### src/rtl/tpu_mac_array.sv
// Multi-lane 8-bit minifloat MAC array with saturating signed accumulators
// and a flush-then-drain readout sequencer.
module tpu_mac_array #(
  parameter int unsigned LANES = 4,
  parameter int unsigned ACC_W = 34,
  parameter int unsigned LW    = (LANES > 1) ? $clog2(LANES) : 1
) (
  input  logic                 clk,
  input  logic                 reset,
  input  logic                 in_valid,
  output logic                 in_ready,
  input  logic                 op_clear,
  input  logic [8*LANES-1:0]   a,
  input  logic [8*LANES-1:0]   b,
  input  logic                 drain,
  output logic                 out_valid,
  input  logic                 out_ready,
  output logic [LW-1:0]        out_lane,
  output logic [ACC_W-1:0]     out_data,
  output logic                 out_err
);

  // Scaled product is at most 8 mantissa bits shifted by 28; keep headroom.
  localparam int unsigned MW = (ACC_W > 40) ? ACC_W : 40;
  localparam logic [ACC_W-1:0] ACC_MAX = {1'b0, {(ACC_W-1){1'b1}}};
  localparam logic [ACC_W-1:0] ACC_MIN = {1'b1, {(ACC_W-1){1'b0}}};
  localparam logic [LW-1:0]    LAST    = LW'(LANES - 1);

  typedef struct packed {
    logic       sign;
    logic [7:0] mant;
    logic [4:0] shift;
  } s1_t;

  typedef enum logic [1:0] {IDLE, FLUSH, DRAIN} state_t;

  state_t           state, state_nxt;
  logic             flush_cnt, flush_cnt_nxt;
  logic [LW-1:0]    idx, idx_nxt;
  logic             drain_done;
  logic             accept;

  s1_t              s1_q    [LANES];
  logic             s1_vld, s1_clr;
  logic [ACC_W-1:0] s2_prod [LANES];
  logic             s2_ovf  [LANES];
  logic             s2_vld, s2_clr;

  logic [ACC_W-1:0] acc_q   [LANES];
  logic [ACC_W-1:0] acc_nxt [LANES];
  logic             err_q   [LANES];
  logic             err_nxt [LANES];
  logic [ACC_W:0]   add_res [LANES];

  // Decode both operands into product sign, mantissa product and exponent shift.
  function automatic s1_t decode(input logic [7:0] x, input logic [7:0] y);
    logic nx, ny;
    s1_t  r;
    nx      = |x[6:3];
    ny      = |y[6:3];
    r.sign  = x[7] ^ y[7];
    r.mant  = 8'({nx, x[2:0]}) * 8'({ny, y[2:0]});
    r.shift = 5'(x[6:3]) + 5'(y[6:3]) - 5'(nx) - 5'(ny);
    return r;
  endfunction

  // Returns {overflow, signed product}; an overflowing product contributes zero.
  function automatic logic [ACC_W:0] scale(input s1_t s);
    logic [MW-1:0]    mag;
    logic [ACC_W-1:0] mag_t;
    logic             ovf;
    mag   = MW'(s.mant) << s.shift;
    ovf   = |(mag >> (ACC_W - 1));
    mag_t = mag[ACC_W-1:0];
    if (ovf) begin
      return {1'b1, {ACC_W{1'b0}}};
    end
    return {1'b0, s.sign ? -mag_t : mag_t};
  endfunction

  // Returns {saturated, result} of a signed saturating add.
  function automatic logic [ACC_W:0] sat_add(input logic [ACC_W-1:0] x,
                                             input logic [ACC_W-1:0] y);
    logic [ACC_W:0] sum;
    sum = {x[ACC_W-1], x} + {y[ACC_W-1], y};
    if (sum[ACC_W] != sum[ACC_W-1]) begin
      return {1'b1, sum[ACC_W] ? ACC_MIN : ACC_MAX};
    end
    return {1'b0, sum[ACC_W-1:0]};
  endfunction

  assign accept = in_valid & in_ready;

  // Two-stage product pipeline shared by all lanes.
  always_ff @(posedge clk) begin
    if (!reset) begin
      s1_vld <= 1'b0;
      s1_clr <= 1'b0;
      s2_vld <= 1'b0;
      s2_clr <= 1'b0;
      for (int i = 0; i < LANES; i++) begin
        s1_q[i]    <= '0;
        s2_prod[i] <= '0;
        s2_ovf[i]  <= 1'b0;
      end
    end else begin
      s1_vld <= accept;
      s1_clr <= op_clear;
      s2_vld <= s1_vld;
      s2_clr <= s1_clr;
      for (int i = 0; i < LANES; i++) begin
        s1_q[i]                 <= decode(a[8*i +: 8], b[8*i +: 8]);
        {s2_ovf[i], s2_prod[i]} <= scale(s1_q[i]);
      end
    end
  end

  // Accumulator update: replace on clear, saturating add otherwise.
  always_comb begin
    for (int i = 0; i < LANES; i++) begin
      add_res[i] = sat_add(acc_q[i], s2_prod[i]);
      acc_nxt[i] = acc_q[i];
      err_nxt[i] = err_q[i];
      if (drain_done) begin
        acc_nxt[i] = '0;
        err_nxt[i] = 1'b0;
      end else if (s2_vld) begin
        if (s2_clr) begin
          acc_nxt[i] = s2_prod[i];
          err_nxt[i] = s2_ovf[i];
        end else begin
          acc_nxt[i] = add_res[i][ACC_W-1:0];
          err_nxt[i] = err_q[i] | s2_ovf[i] | add_res[i][ACC_W];
        end
      end
    end
  end

  always_ff @(posedge clk) begin
    if (!reset) begin
      for (int i = 0; i < LANES; i++) begin
        acc_q[i] <= '0;
        err_q[i] <= 1'b0;
      end
    end else begin
      for (int i = 0; i < LANES; i++) begin
        acc_q[i] <= acc_nxt[i];
        err_q[i] <= err_nxt[i];
      end
    end
  end

  // Readout sequencer next-state logic.
  always_comb begin
    state_nxt     = state;
    flush_cnt_nxt = flush_cnt;
    idx_nxt       = idx;
    drain_done    = 1'b0;
    case (state)
      IDLE: begin
        if (drain) begin
          state_nxt     = FLUSH;
          flush_cnt_nxt = 1'b0;
        end
      end
      FLUSH: begin
        if (flush_cnt) begin
          state_nxt = DRAIN;
          idx_nxt   = '0;
        end else begin
          flush_cnt_nxt = 1'b1;
        end
      end
      DRAIN: begin
        if (out_ready) begin
          if (idx == LAST) begin
            drain_done = 1'b1;
            state_nxt  = IDLE;
            idx_nxt    = '0;
          end else begin
            idx_nxt = idx + LW'(1);
          end
        end
      end
      default: begin
        state_nxt = IDLE;
        idx_nxt   = '0;
      end
    endcase
  end

  always_ff @(posedge clk) begin
    if (!reset) begin
      state     <= IDLE;
      flush_cnt <= 1'b0;
      idx       <= '0;
    end else begin
      state     <= state_nxt;
      flush_cnt <= flush_cnt_nxt;
      idx       <= idx_nxt;
    end
  end

  // Outputs are loaded from next-state values so readout lines up with DRAIN entry.
  always_ff @(posedge clk) begin
    if (!reset) begin
      in_ready  <= 1'b1;
      out_valid <= 1'b0;
      out_lane  <= '0;
      out_data  <= '0;
      out_err   <= 1'b0;
    end else begin
      in_ready  <= (state_nxt == IDLE);
      out_valid <= (state_nxt == DRAIN);
      out_lane  <= idx_nxt;
      out_data  <= (state_nxt == DRAIN) ? acc_nxt[idx_nxt] : '0;
      out_err   <= (state_nxt == DRAIN) & err_nxt[idx_nxt];
    end
  end

endmodule

### config.mk
export PLATFORM = sky130hd
export DESIGN_NAME = tpu_mac_array
export DESIGN_NICKNAME = d
export VERILOG_FILES = /design/src/rtl/tpu_mac_array.sv
export SDC_FILE = /design/constraint.sdc
export NUM_CORES = 2
export LEC_CHECK = 0
export CAP_MARGIN = 20
export CORE_UTILIZATION = 50
export DETAILED_ROUTE_END_ITERATION = 7
export GPL_TIMING_DRIVEN = 0
export HOLD_SLACK_MARGIN = 0.12
export MAX_ROUTING_LAYER = met4
export PLACE_DENSITY_LB_ADDON = 0.12
export SLEW_MARGIN = 40
export SYNTH_ARGS = -nofsm -noshare
export SYNTH_HDL_FRONTEND = slang
export SYNTH_SLANG_ARGS = --single-unit
### constraint.sdc
create_clock -name clk -period 4.4 [get_ports clk]
set_clock_uncertainty 0.15 [all_clocks]
set_input_delay 0.88 -clock clk [delete_from_list [all_inputs] [get_ports clk]]
set_output_delay 0.88 -clock clk [all_outputs]
set_load 0.02 [all_outputs]
==> qor.yml <==
run_status:
  status: "complete, but fails checks"
  violations: "negative setup slack"
sta:
  fmax_mhz: 219
  setup_slack_ns: -0.174
  hold_viol_final: 0
  setup_violations: 4
  min_period_ns: 4.57
  finalMaxSlewViolations: 0
  fin_crit_sh: 1.04
  rsz0062_at_grt: "true"
  worst_pin_slew_ns: 1.04
  slew_headroom: 0.308
clocking:
  clockBufferDepth: 3
  insertion_delay_ns: 0.62
  clk_pin_slew_ns: 0.06
  holdBufCountCts: 0
  cts_made_buffers: 44
  cts_tree: "yes"
  root_buffer: "clkbuf_16"
  h-tree-depth: 2
  clock_sinks: 382
placed_design:
  dpl.hpwl_mm: 101
  portBuffers: 108
  place_ws_ns: -0.656
  routabilityCongestion: 1.12
die:
  core_area_sq_um: 60600
  num_rows: 90
  initial_core_util: 0.507
  die_x_microns: 250
  die_h_microns: 250
  ios: 109
  die_area_sq_um: 62500
synthesis:
  async_reset_ff_frac: 0
  ys_warn_count: 0
  synth_area_leaders: "dfxtp_1 25%, ha_1 9.0%, nor2_1 6.0%"
  synthDominantCellAreaShare: 0.249
  yosysMostFrequentCell: "nor2_1"
  yosysSeqAreaShare: 0.249
  synthTopCellsByCount: "488 x nor2_1, 394 x nand2_1, 382 x dfxtp_1"
  synth.cell_area_sq_um: 30700
  synthCells: 4024
  ys.flop_type: "dfxtp_1"
  syn-num-nets: 4347
  syn_avg_cell_area_sq_um: 7.64
  synth_area_leader_cell: "dfxtp_1"
  ys_ff_latch: 382
  synthDistinctLibCells: 103
  synth_edf_count: 0
drt:
  dr.first_iter.drc_count: 4154
  wirelength_mm: 129
  drtAntennaViolNets: 0
  first_pass_iters: 7
  vias_per_cell: 6.47
  wire_per_inst_microns: 25.7
  vias: 32500
  drc_errors: 0
global_route:
  grt_pass1_vias: 29400
  gr-total-overflow: 0
  use_met1: 0.554
  antenna_found_initial: 1
  busiest_layer: "met2"
  grt_max_degree: 15
  grt_first_pass_wirelength_mm: 189
  grt_use_met3: 0.0878
  track_usage: 0.413
  grtUsageMet2: 0.570
cells_and_area:
  n_fill_cell: 5789
  drive_above_1_share: 0.0858
  area_delta_synth_final_pct: 14.6
  postLayoutCoreUtil: 0.582
  layout.nets: 4532
setup_path:
  critPathKind: "reg -> reg"
  crit_path_cell_trace: "clkbuf_2 > clkbuf_1 > buf_1 > clkbuf_2 > nand3_1 > a2bb2oi_1 > o221ai_1"
  cp.required_ns: 4.68
  path_max_fanout: 10
  cpLargestDelayFamily: "buffers and inverters"
  cp_slowest_cell: "clkbuf_1"
  arrival_ns: 4.86
  cpMostUsedCell: "clkbuf_2"
  crit_path_end_kind: "register"
  ff2ff_path_depth: 7
  r2r-end: "out_data[21]"
  path_buf_inv: 4
  rrSetupSlack_ns: -0.17
  worstReg2RegStart: "s2_vld"
  cp-start-kind: "register"
  cpPeakStageDelay_ns: 0.82
hold_path:
  min_path_cells: 1
  hold_class: "reg -> reg"
  holdCritStartpoint: "s1_clr"
  holdPathEnd: "s2_clr"
pwr:
  pwr-share-comb: 0.378
  swShare: 0.397
  p_per_area_nw_per_um2: 375
  power_switching_uw: 5240
  intPower_uw: 7970
  power.total_uw: 13200
  irDropWorstVdd_mv: 0.274
  power_frac_seq: 0.324
  clockPowerShare: 0.298
  p_leak_uw: 0.0145
flow_run:
  maxCapViolCount: 0
## how the worst max path moves through the flow
| stage | startpoint | to | slack [ns] | depth (start not counted) |
|---|---|---|---|---|
| after detailed placement | s2_prod[42] | out_data[13] | -0.66 | 14 |
| final | s2_vld | out_data[21] | -0.17 | 7 |
| after floorplan | b[3] | s1_q[0][12] | 0.38 | 14 |
| after global routing | s2_prod[0] | out_data[32] | -0.06 | 16 |
| after global placement | s2_clr | out_data[11] | -0.83 | 6 |
| after CTS | s2_prod[120] | out_data[13] | 0.01 | 15 |
## timing repair
action / in CTS / in global routing
setup endpoints to repair: 62 / 37
setup buffers: 18 / 14
gates resized for setup: 55 / 87
pin swaps: 14 / 23
## state kept, by name, indices dropped and copies added (netlist names)
register and count:
acc_q 136, err_q 4, flush_cnt 1, in_ready 1
out_data 34, out_err 1, out_lane 2, out_valid 1
s1_clr 1, s1_q 56, s1_vld 1, s2_clr 1
s2_ovf 4, s2_prod 136, s2_vld 1, state 2
## metrics by stage
step,area (sq um),setup TNS (ns),instances,hold slack [ns]
after floorplan,30700,0,4024,0.262
after global placement,32800,-27.95,4914,0.269
after detailed placement,32900,-15.81,4921,0.268
after CTS,34800,0,5019,0.282
after global routing,35200,-0.214,5025,0.312
final,35200,-0.387,5026,0.282
## metal layers
metal | part of all wire | wire length [microns]
met2 | 0.40 | 51600
met4 | 0.064 | 8220
met3 | 0.12 | 15300
met1 | 0.42 | 54000
met5 | 0 | 0
## worst reg2reg max path, cell delays in order, from the launching register on
cell and delay, ns:
dfxtp_1 0.67, clkbuf_2 0.50, clkbuf_1 0.83, buf_1 0.78, clkbuf_2 0.56, nand3_1 0.20, a2bb2oi_1 0.42, o221ai_1 0.28
## power groups by stage
| stage | sequential (uW) | combinational (uW) | clock, uW |
|---|---|---|---|
| 5_1_grt | 4270 | 5440 | 4090 |
| 3_3_place_gp | 4300 | 4770 | 0 |
| 6_report | 4280 | 5000 | 3940 |
| 4_1_cts | 4230 | 4830 | 3960 |
| 2_1_floorplan | 4070 | 3540 | 0 |
| 3_5_place_dp | 4300 | 4770 | 0 |
## cell usage in the layout (no fill, tap or decap), types with 39 or more instances in the layout
master             n
a21o_1            65
clkdlybuf4s50_1  108
clkbuf_1         135
ha_1             215
a21oi_1          269
nand2_1          393
xnor2_1          126
dfxtp_1          379
nor2_1           483
and2_1           111
inv_1            176
nand2b_1          70
o21ai_0          235
nand3_1           81
xor2_1           123
nor3_1            79
buf_4             39
clkbuf_16         44
nor2b_1           43
o211ai_1          47
## cell type report
type,count,area (sq um),share of cell area
multi-input cells,3237,22100,0.626
flip-flops and latches,382,7650,0.217
repair buffers,147,1360,0.0387
clock buffers,57,1200,0.0341
well taps,782,978,0.0278
plain buffers,216,960,0.0272
inverters,181,679,0.0193
clock inverters,23,327,0.00927
diodes,1,2.50,0.0000710
## logic make-up (layout without fill, tap and decap cells)
| kind of cell | after synthesis | after routing | synth area share |
|---|---|---|---|
| simple gates | 1482 | 1482 | 0.228 |
| compound gates | 1182 | 1182 | 0.258 |
| buf+inv | 405 | 624 | 0.0512 |
| flops | 382 | 382 | 0.249 |
| fa+ha+maj | 255 | 255 | 0.111 |
| xor+xnor | 249 | 249 | 0.0710 |
| mux | 69 | 69 | 0.0315 |
| other cells | 0 | 1 | 0 |
Note: power is estimated with default switching activity, not from simulation.
